--- config.mk ---
export PLATFORM = sky130hd
export DESIGN_NAME = id_stage_pipelined
export DESIGN_NICKNAME = d
export VERILOG_FILES = /design/src/rtl/id_stage_pipelined.sv
export SDC_FILE = /design/constraint.sdc
export NUM_CORES = 1
export LEC_CHECK = 0
export CAP_MARGIN = 10
export CORE_ASPECT_RATIO = 1.5
export CORE_MARGIN = 3
export CORE_UTILIZATION = 50
export CTS_BUF_LIST = sky130_fd_sc_hd__clkbuf_8
export DETAILED_ROUTE_END_ITERATION = 7
export GPL_ROUTABILITY_DRIVEN = 0
export PLACE_DENSITY = 0.69
export SYNTH_ARGS = -nofsm -noshare
export SYNTH_HDL_FRONTEND = slang
export SYNTH_SLANG_ARGS = --single-unit
--- constraint.sdc ---
create_clock -name clock -period 12.5 [get_ports clock]
set_input_delay 2.5 -clock clock [delete_from_list [all_inputs] [get_ports clock]]
set_output_delay 2.5 -clock clock [all_outputs]
set_load 0.02 [all_outputs]
--- src/rtl/id_stage_pipelined.sv ---
// id_stage_pipelined: RV32 instruction decode stage with register file,
// control/immediate decode, load-use hazard stall and an ID/EX output register.
// Optional build macro WB_BYPASS_EN: forwards a same-cycle write-back into the
// captured operands (x0 excluded). Undefined, operands show pre-edge contents.
module id_stage_pipelined #(
  parameter int XLEN  = 8,
  parameter int NREGS = 32,
  parameter int IMM_W = 12
) (
  input  logic             clock,
  input  logic             reset,
  input  logic             in_valid,
  output logic             in_ready,
  input  logic [31:0]      in_instruction,
  input  logic             flush,
  input  logic             wb_en,
  input  logic [4:0]       wb_rd,
  input  logic [XLEN-1:0]  wb_data,
  input  logic             ex_ready,
  output logic             out_valid,
  output logic             out_branch,
  output logic             out_mem_read,
  output logic             out_mem_to_reg,
  output logic             out_mem_write,
  output logic             out_alu_src,
  output logic             out_reg_write,
  output logic [1:0]       out_alu_op,
  output logic             out_illegal,
  output logic [XLEN-1:0]  out_rs1_data,
  output logic [XLEN-1:0]  out_rs2_data,
  output logic [4:0]       out_rd,
  output logic [IMM_W-1:0] out_imm,
  output logic [9:0]       out_funct
);

  localparam int AW = (NREGS > 1) ? $clog2(NREGS) : 1;

  localparam logic [6:0] OP_R      = 7'b0110011;
  localparam logic [6:0] OP_I      = 7'b0010011;
  localparam logic [6:0] OP_LOAD   = 7'b0000011;
  localparam logic [6:0] OP_STORE  = 7'b0100011;
  localparam logic [6:0] OP_BRANCH = 7'b1100011;

  localparam logic [0:0] S_RUN    = 1'b0;
  localparam logic [0:0] S_BUBBLE = 1'b1;

  // Register index is writable/readable only for x1..x(NREGS-1)
  function automatic logic idx_ok(input logic [4:0] idx);
    return (idx != 5'd0) && (32'(idx) < NREGS);
  endfunction

  logic [NREGS-1:0][XLEN-1:0] r_rf;
  logic [0:0]                 r_state;

  logic             r_valid, r_branch, r_mem_read, r_mem_to_reg, r_mem_write;
  logic             r_alu_src, r_reg_write, r_illegal;
  logic [1:0]       r_alu_op;
  logic [XLEN-1:0]  r_rs1_data, r_rs2_data;
  logic [4:0]       r_rd;
  logic [IMM_W-1:0] r_imm;
  logic [9:0]       r_funct;

  logic [6:0]       w_opcode;
  logic [4:0]       w_rs1, w_rs2, w_rd;
  logic             w_adv, w_haz, w_take;
  logic             w_branch, w_mem_read, w_mem_to_reg, w_mem_write;
  logic             w_alu_src, w_reg_write, w_illegal;
  logic [1:0]       w_alu_op;
  logic [11:0]      w_imm12;
  logic [IMM_W-1:0] w_imm;
  logic [XLEN-1:0]  w_rs1_data, w_rs2_data;

  assign w_opcode = in_instruction[6:0];
  assign w_rd     = in_instruction[11:7];
  assign w_rs1    = in_instruction[19:15];
  assign w_rs2    = in_instruction[24:20];

  // Output register can move when empty or when execute takes it; a load in
  // the output register blocks any instruction that names its rd as a source
  assign w_adv  = ~r_valid | ex_ready;
  assign w_haz  = r_valid & r_mem_read & (r_rd != 5'd0) &
                  ((r_rd == w_rs1) | (r_rd == w_rs2));
  assign in_ready = w_adv & ~w_haz & ~reset;
  assign w_take   = in_valid & in_ready & ~flush;

  // Control decode from the opcode; unknown opcodes flag illegal
  always_comb begin
    w_branch     = 1'b0;
    w_mem_read   = 1'b0;
    w_mem_to_reg = 1'b0;
    w_mem_write  = 1'b0;
    w_alu_src    = 1'b0;
    w_reg_write  = 1'b0;
    w_alu_op     = 2'b00;
    w_illegal    = 1'b0;
    w_imm12      = 12'd0;
    case (w_opcode)
      OP_R: begin
        w_reg_write = 1'b1;
        w_alu_op    = 2'b10;
      end
      OP_I: begin
        w_alu_src   = 1'b1;
        w_reg_write = 1'b1;
        w_alu_op    = 2'b10;
        w_imm12     = in_instruction[31:20];
      end
      OP_LOAD: begin
        w_mem_read   = 1'b1;
        w_mem_to_reg = 1'b1;
        w_alu_src    = 1'b1;
        w_reg_write  = 1'b1;
        w_imm12      = in_instruction[31:20];
      end
      OP_STORE: begin
        w_mem_write = 1'b1;
        w_alu_src   = 1'b1;
        w_imm12     = {in_instruction[31:25], in_instruction[11:7]};
      end
      OP_BRANCH: begin
        w_branch = 1'b1;
        w_alu_op = 2'b01;
        w_imm12  = {in_instruction[31], in_instruction[7],
                    in_instruction[30:25], in_instruction[11:8]};
      end
      default: w_illegal = 1'b1;
    endcase
  end

  // Fit the 12-bit immediate to IMM_W: sign-extend when wider, truncate when narrower
  generate
    if (IMM_W > 12) begin : g_imm_sext
      assign w_imm = {{(IMM_W-12){w_imm12[11]}}, w_imm12};
    end else if (IMM_W == 12) begin : g_imm_eq
      assign w_imm = w_imm12;
    end else begin : g_imm_trunc
      assign w_imm = w_imm12[IMM_W-1:0];
    end
  endgenerate

  // Operand read; x0 and out-of-range indices read as zero
  always_comb begin
    w_rs1_data = '0;
    w_rs2_data = '0;
    if (idx_ok(w_rs1)) w_rs1_data = r_rf[w_rs1[AW-1:0]];
    if (idx_ok(w_rs2)) w_rs2_data = r_rf[w_rs2[AW-1:0]];
`ifdef WB_BYPASS_EN
    if (wb_en && idx_ok(w_rs1) && (wb_rd == w_rs1)) w_rs1_data = wb_data;
    if (wb_en && idx_ok(w_rs2) && (wb_rd == w_rs2)) w_rs2_data = wb_data;
`endif
  end

  // Register file write; independent of stall and flush
  always_ff @(posedge clock or posedge reset) begin
    if (reset) begin
      r_rf <= '0;
    end else if (wb_en && idx_ok(wb_rd)) begin
      r_rf[wb_rd[AW-1:0]] <= wb_data;
    end
  end

  // ID/EX register: flush wins, otherwise load or bubble on advance, else hold
  always_ff @(posedge clock or posedge reset) begin
    if (reset) begin
      r_valid      <= 1'b0;
      r_branch     <= 1'b0;
      r_mem_read   <= 1'b0;
      r_mem_to_reg <= 1'b0;
      r_mem_write  <= 1'b0;
      r_alu_src    <= 1'b0;
      r_reg_write  <= 1'b0;
      r_alu_op     <= 2'b00;
      r_illegal    <= 1'b0;
      r_rs1_data   <= '0;
      r_rs2_data   <= '0;
      r_rd         <= 5'd0;
      r_imm        <= '0;
      r_funct      <= 10'd0;
    end else if (flush) begin
      r_valid <= 1'b0;
    end else if (w_adv) begin
      r_valid <= w_take;
      if (w_take) begin
        r_branch     <= w_branch;
        r_mem_read   <= w_mem_read;
        r_mem_to_reg <= w_mem_to_reg;
        r_mem_write  <= w_mem_write;
        r_alu_src    <= w_alu_src;
        r_reg_write  <= w_reg_write;
        r_alu_op     <= w_alu_op;
        r_illegal    <= w_illegal;
        r_rs1_data   <= w_rs1_data;
        r_rs2_data   <= w_rs2_data;
        r_rd         <= w_rd;
        r_imm        <= w_imm;
        r_funct      <= {in_instruction[31:25], in_instruction[14:12]};
      end
    end
  end

  // Stall tracking: BUBBLE marks the single empty slot after a load-use stall
  always_ff @(posedge clock or posedge reset) begin
    if (reset) begin
      r_state <= S_RUN;
    end else if (flush) begin
      r_state <= S_RUN;
    end else begin
      case (r_state)
        S_RUN:    if (w_adv && w_haz && in_valid) r_state <= S_BUBBLE;
        default:  r_state <= S_RUN;
      endcase
    end
  end

  assign out_valid      = r_valid;
  assign out_branch     = r_branch;
  assign out_mem_read   = r_mem_read;
  assign out_mem_to_reg = r_mem_to_reg;
  assign out_mem_write  = r_mem_write;
  assign out_alu_src    = r_alu_src;
  assign out_reg_write  = r_reg_write;
  assign out_alu_op     = r_alu_op;
  assign out_illegal    = r_illegal;
  assign out_rs1_data   = r_rs1_data;
  assign out_rs2_data   = r_rs2_data;
  assign out_rd         = r_rd;
  assign out_imm        = r_imm;
  assign out_funct      = r_funct;

endmodule
==> run summary <==
### Global routing
- **grt total ovfl** 0
- **GRT busiest layer** met2
- **global-route met3 utilization** 3.70%
- **largest net degree at the start of global routing** 171
- **met1 track demand over resource** 31.3%
- **M2 GR Usage** 48.0%
- **initial antenna violation count** 1
- **global-route wire length before repair** 70800 µm
- **vias in the first global route** 11400
- **total routing resource utilization after global routing** 27.0%

### Yosys
- **top-area cell type share of the netlist area** 47.7%
- **warning count from the yosys run** 0
- **Primary FF master, synth** dfrtp_1
- **net count after synthesis** 1251
- **Post-synth ARST share** 100%
- **number of enable flip-flop cells after synthesis** 0
- **Avg Inst Size Synth** 13.5 µm²
- **portion of the post-synthesis area used by sequential elements** 47.7%
- **Post-Synthesis Cells** 1200
- **synthesized flop and latch total** 308
- **most repeated cell in the gate-level netlist after synthesis** dfrtp_1
- **post-synth top area cell** dfrtp_1
- **top cells by instance count after synthesis** 308 x dfrtp_1, 283 x mux2_2, 85 x mux4_2, 78 x mux2i_1, 69 x nand2_1
- **Syn Std Cell Area** 16200 µm²
- **largest cells by area after synthesis** dfrtp_1 48%, mux2_2 20%, mux4_2 12%, mux2i_1 4.8%, nand2_1 1.6%
- **number of different library cells in the post-synthesis netlist** 47

### Worst setup path
- **reg-to-reg endpoint** out_rs2_data[7]$_DFFE_PP0P_
- **Critical Path Sink Type** output port
- **CP max FO** 18
- **Critical Path Start Type** primary input
- **reg-to-reg startpoint** out_rd[0]$_DFFE_PP0P_
- **register-to-register path setup slack** 9.79 ns
- **number of cells traversed by the worst register-to-register path** 7
- **Worst EP arrival** 4.93 ns
- **endpoint required time on the critical path** 10.00 ns
- **Critical Setup Path Class** in -> out

### Clocking
- **root buffer selected by CTS** clkbuf_8
- **clock buffers created by TritonCTS** 46
- **largest buffer count on any clock path** 3
- **worst skew pair latency** 0.59 ns
- **clk slew on worst S/H paths** 0.06 ns
- **TritonCTS clock tree** done
- **number of gates resized after CTS** 0
- **CTS sink cnt** 308
- **H-tree lvl count** 2
- **setup bufs post-CTS** 0
- **number of hold-repair buffers added at the cts stage** 0

### Power and ir drop
- **switch share** 29.2%
- **Clk network pwr share** 29.9%
- **worst supply voltage drop on vdd** 0.0507 mV
- **power spent charging and discharging nets** 0.813 mW
- **cell internal power dissipation** 1.97 mW
- **logic gate share of total power** 23.0%
- **power density of the placed cells** 152 nW/µm²
- **leakage power figure** 7.93 nW
- **Seq pwr share** 47.2%

### Floorplanning
- **I/O pins** 105
- **die width** 153 µm
- **die area** 34600 µm²
- **row cnt** 80
- **Core Footprint** 31800 µm²
- **effective utilization at floorplan** 50.8%
- **Chip Height** 226 µm

### Placement
- **Detailed Place HPWL** 31800 µm
- **number of input and output port buffers inserted** 104

### Status
- **run status** finished clean

### Route
- **post-route DRC violation count** 0
- **mean number of vias per cell** 6.40
- **total iterations of the first detailed-routing run** 5
- **count of nets left with antenna violations after detail routing** 0
- **first-iteration detailed-routing DRC count** 838
- **drt wl/cell** 27.1 µm
- **number of vias after detailed routing** 10900
- **routed wire length** 46200 µm

### STA
- **transition time of the tightest slew-check pin** 1.15 ns
- **worst-case clock skew** 0.0137 ns
- **number of hold-slack violations in the final timing report** 0
- **share of the clock period used by the worst path after layout** 59.4%
- **RSZ-0062 raised after global routing** false
- **highest clock frequency the design can meet** 135 MHz
- **Finish-stage setup viols** 0
- **shortest period the worst path allows** 7.43 ns
- **hold_ws** 0.396 ns
- **relative slew slack** 23.3%
- **Setup TNS Final** 0 ns
- **number of pins with negative max-slew slack in the final report** 0

### Run
- **maximum capacitance violations** 0

### Final layout
- **share of post-route cells with drive strength above 1** 35.9%
- **register with the most flip-flops** r_rf
- **number of flip-flops in the largest register** 256
- **number of nets in the layout** 1317
- **Area Overhead vs Synth** 13.3%

### Worst hold path
- **HP Class** reg -> reg
- **hold path startpoint** r_rf[5]$_DFFE_PP0P_
- **worst hold path endpoint** r_rf[5]$_DFFE_PP0P_
- **hold path depth** 0

==> kinds of logic after synthesis <==
group / Yosys count / share of synthesized area [%]
compound gates: 155 / 6.49
xor+xnor: 10 / 0.542
buf+inv: 111 / 3.21
flops: 308 / 47.7
mux: 451 / 37.2
simple gates: 165 / 4.90
==> critical path: stages <==
cell and delay [ns]:
clkdlybuf4s50_1 1.05, xnor2_1 0.19, nand3_1 0.10, o22ai_1 0.35, a41oi_1 0.17, clkdlybuf4s50_1 0.56
==> power by group through the flow <==
stage	sequential, mW	combinational (mW)	clock [mW]
2_1_floorplan	1.31	0.418	0
4_1_cts	1.31	0.643	0.851
6_report	1.31	0.640	0.831
3_3_place_gp	1.31	0.629	0
3_5_place_dp	1.33	0.641	0
5_1_grt	1.34	0.678	0.896
==> placed cells by master, fill, tap and decap left out, types with 10 or more instances in the layout <==
| cell type | Yosys | final |
|---|---|---|
| nand2_1 | 69 | 69 |
| xnor2_1 | 10 | 10 |
| nand2b_1 | 10 | 10 |
| mux4_2 | 85 | 85 |
| inv_1 | 5 | 15 |
| a22oi_1 | 31 | 31 |
| clkbuf_8 | 0 | 63 |
| a221oi_1 | 14 | 14 |
| mux2_2 | 283 | 283 |
| mux2i_1 | 78 | 78 |
| o21ai_0 | 35 | 35 |
| dfrtp_1 | 308 | 308 |
| buf_4 | 10 | 21 |
| clkdlybuf4s50_1 | 0 | 100 |
| nor2_1 | 28 | 28 |
| a21oi_1 | 36 | 36 |
| nand3_1 | 16 | 16 |
==> layout make-up <==
cell class              instances  area [µm²]
diodes                          1        2.50
clock buffers                  63         867
clock inverters                15        61.3
fillers                      2563       13500
inverters                       5        26.3
multi-input cells             781        7940
flip-flops and latches        308        7710
well taps                     410         513
repair buffers                124        1200
==> through the flow <==
| stage | setup slack [ns] | util [%] | cells | area, µm² | power [mW] |
|---|---|---|---|---|---|
| finish | 5.07 | 57.6 | 1707 | 18300 | 2.78 |
| global route | 5.02 | 57.6 | 1707 | 18300 | 2.91 |
| CTS | 5.11 | 57.5 | 1705 | 18300 | 2.80 |
| detailed placement | 5.12 | 54.6 | 1627 | 17400 | 1.97 |
| global placement | 5.16 | 54.6 | 1627 | 17400 | 1.94 |
| floorplan | 0.166 | - | 1200 | 16200 | 1.73 |
==> how the worst max path moves through the flow <==
stage | from | to | slack (ns) | depth (start not counted)
floorplan | reset | in_ready | 0.17 | 3
global placement | in_instruction[24] | in_ready | 5.16 | 6
detailed placement | in_instruction[24] | in_ready | 5.12 | 6
CTS | in_instruction[24] | in_ready | 5.11 | 6
global route | in_instruction[24] | in_ready | 5.02 | 6
finish | in_instruction[24] | in_ready | 5.07 | 6
==> routing by layer <==
layer  part of all wire (%)  up-vias
met5                      0        -
met4                    6.7        0
met3                    5.1      123
met2                     52      432
met1                     36     5687
li1                       -     4691
No activity file was read; power rests on OpenSTA's default activity.
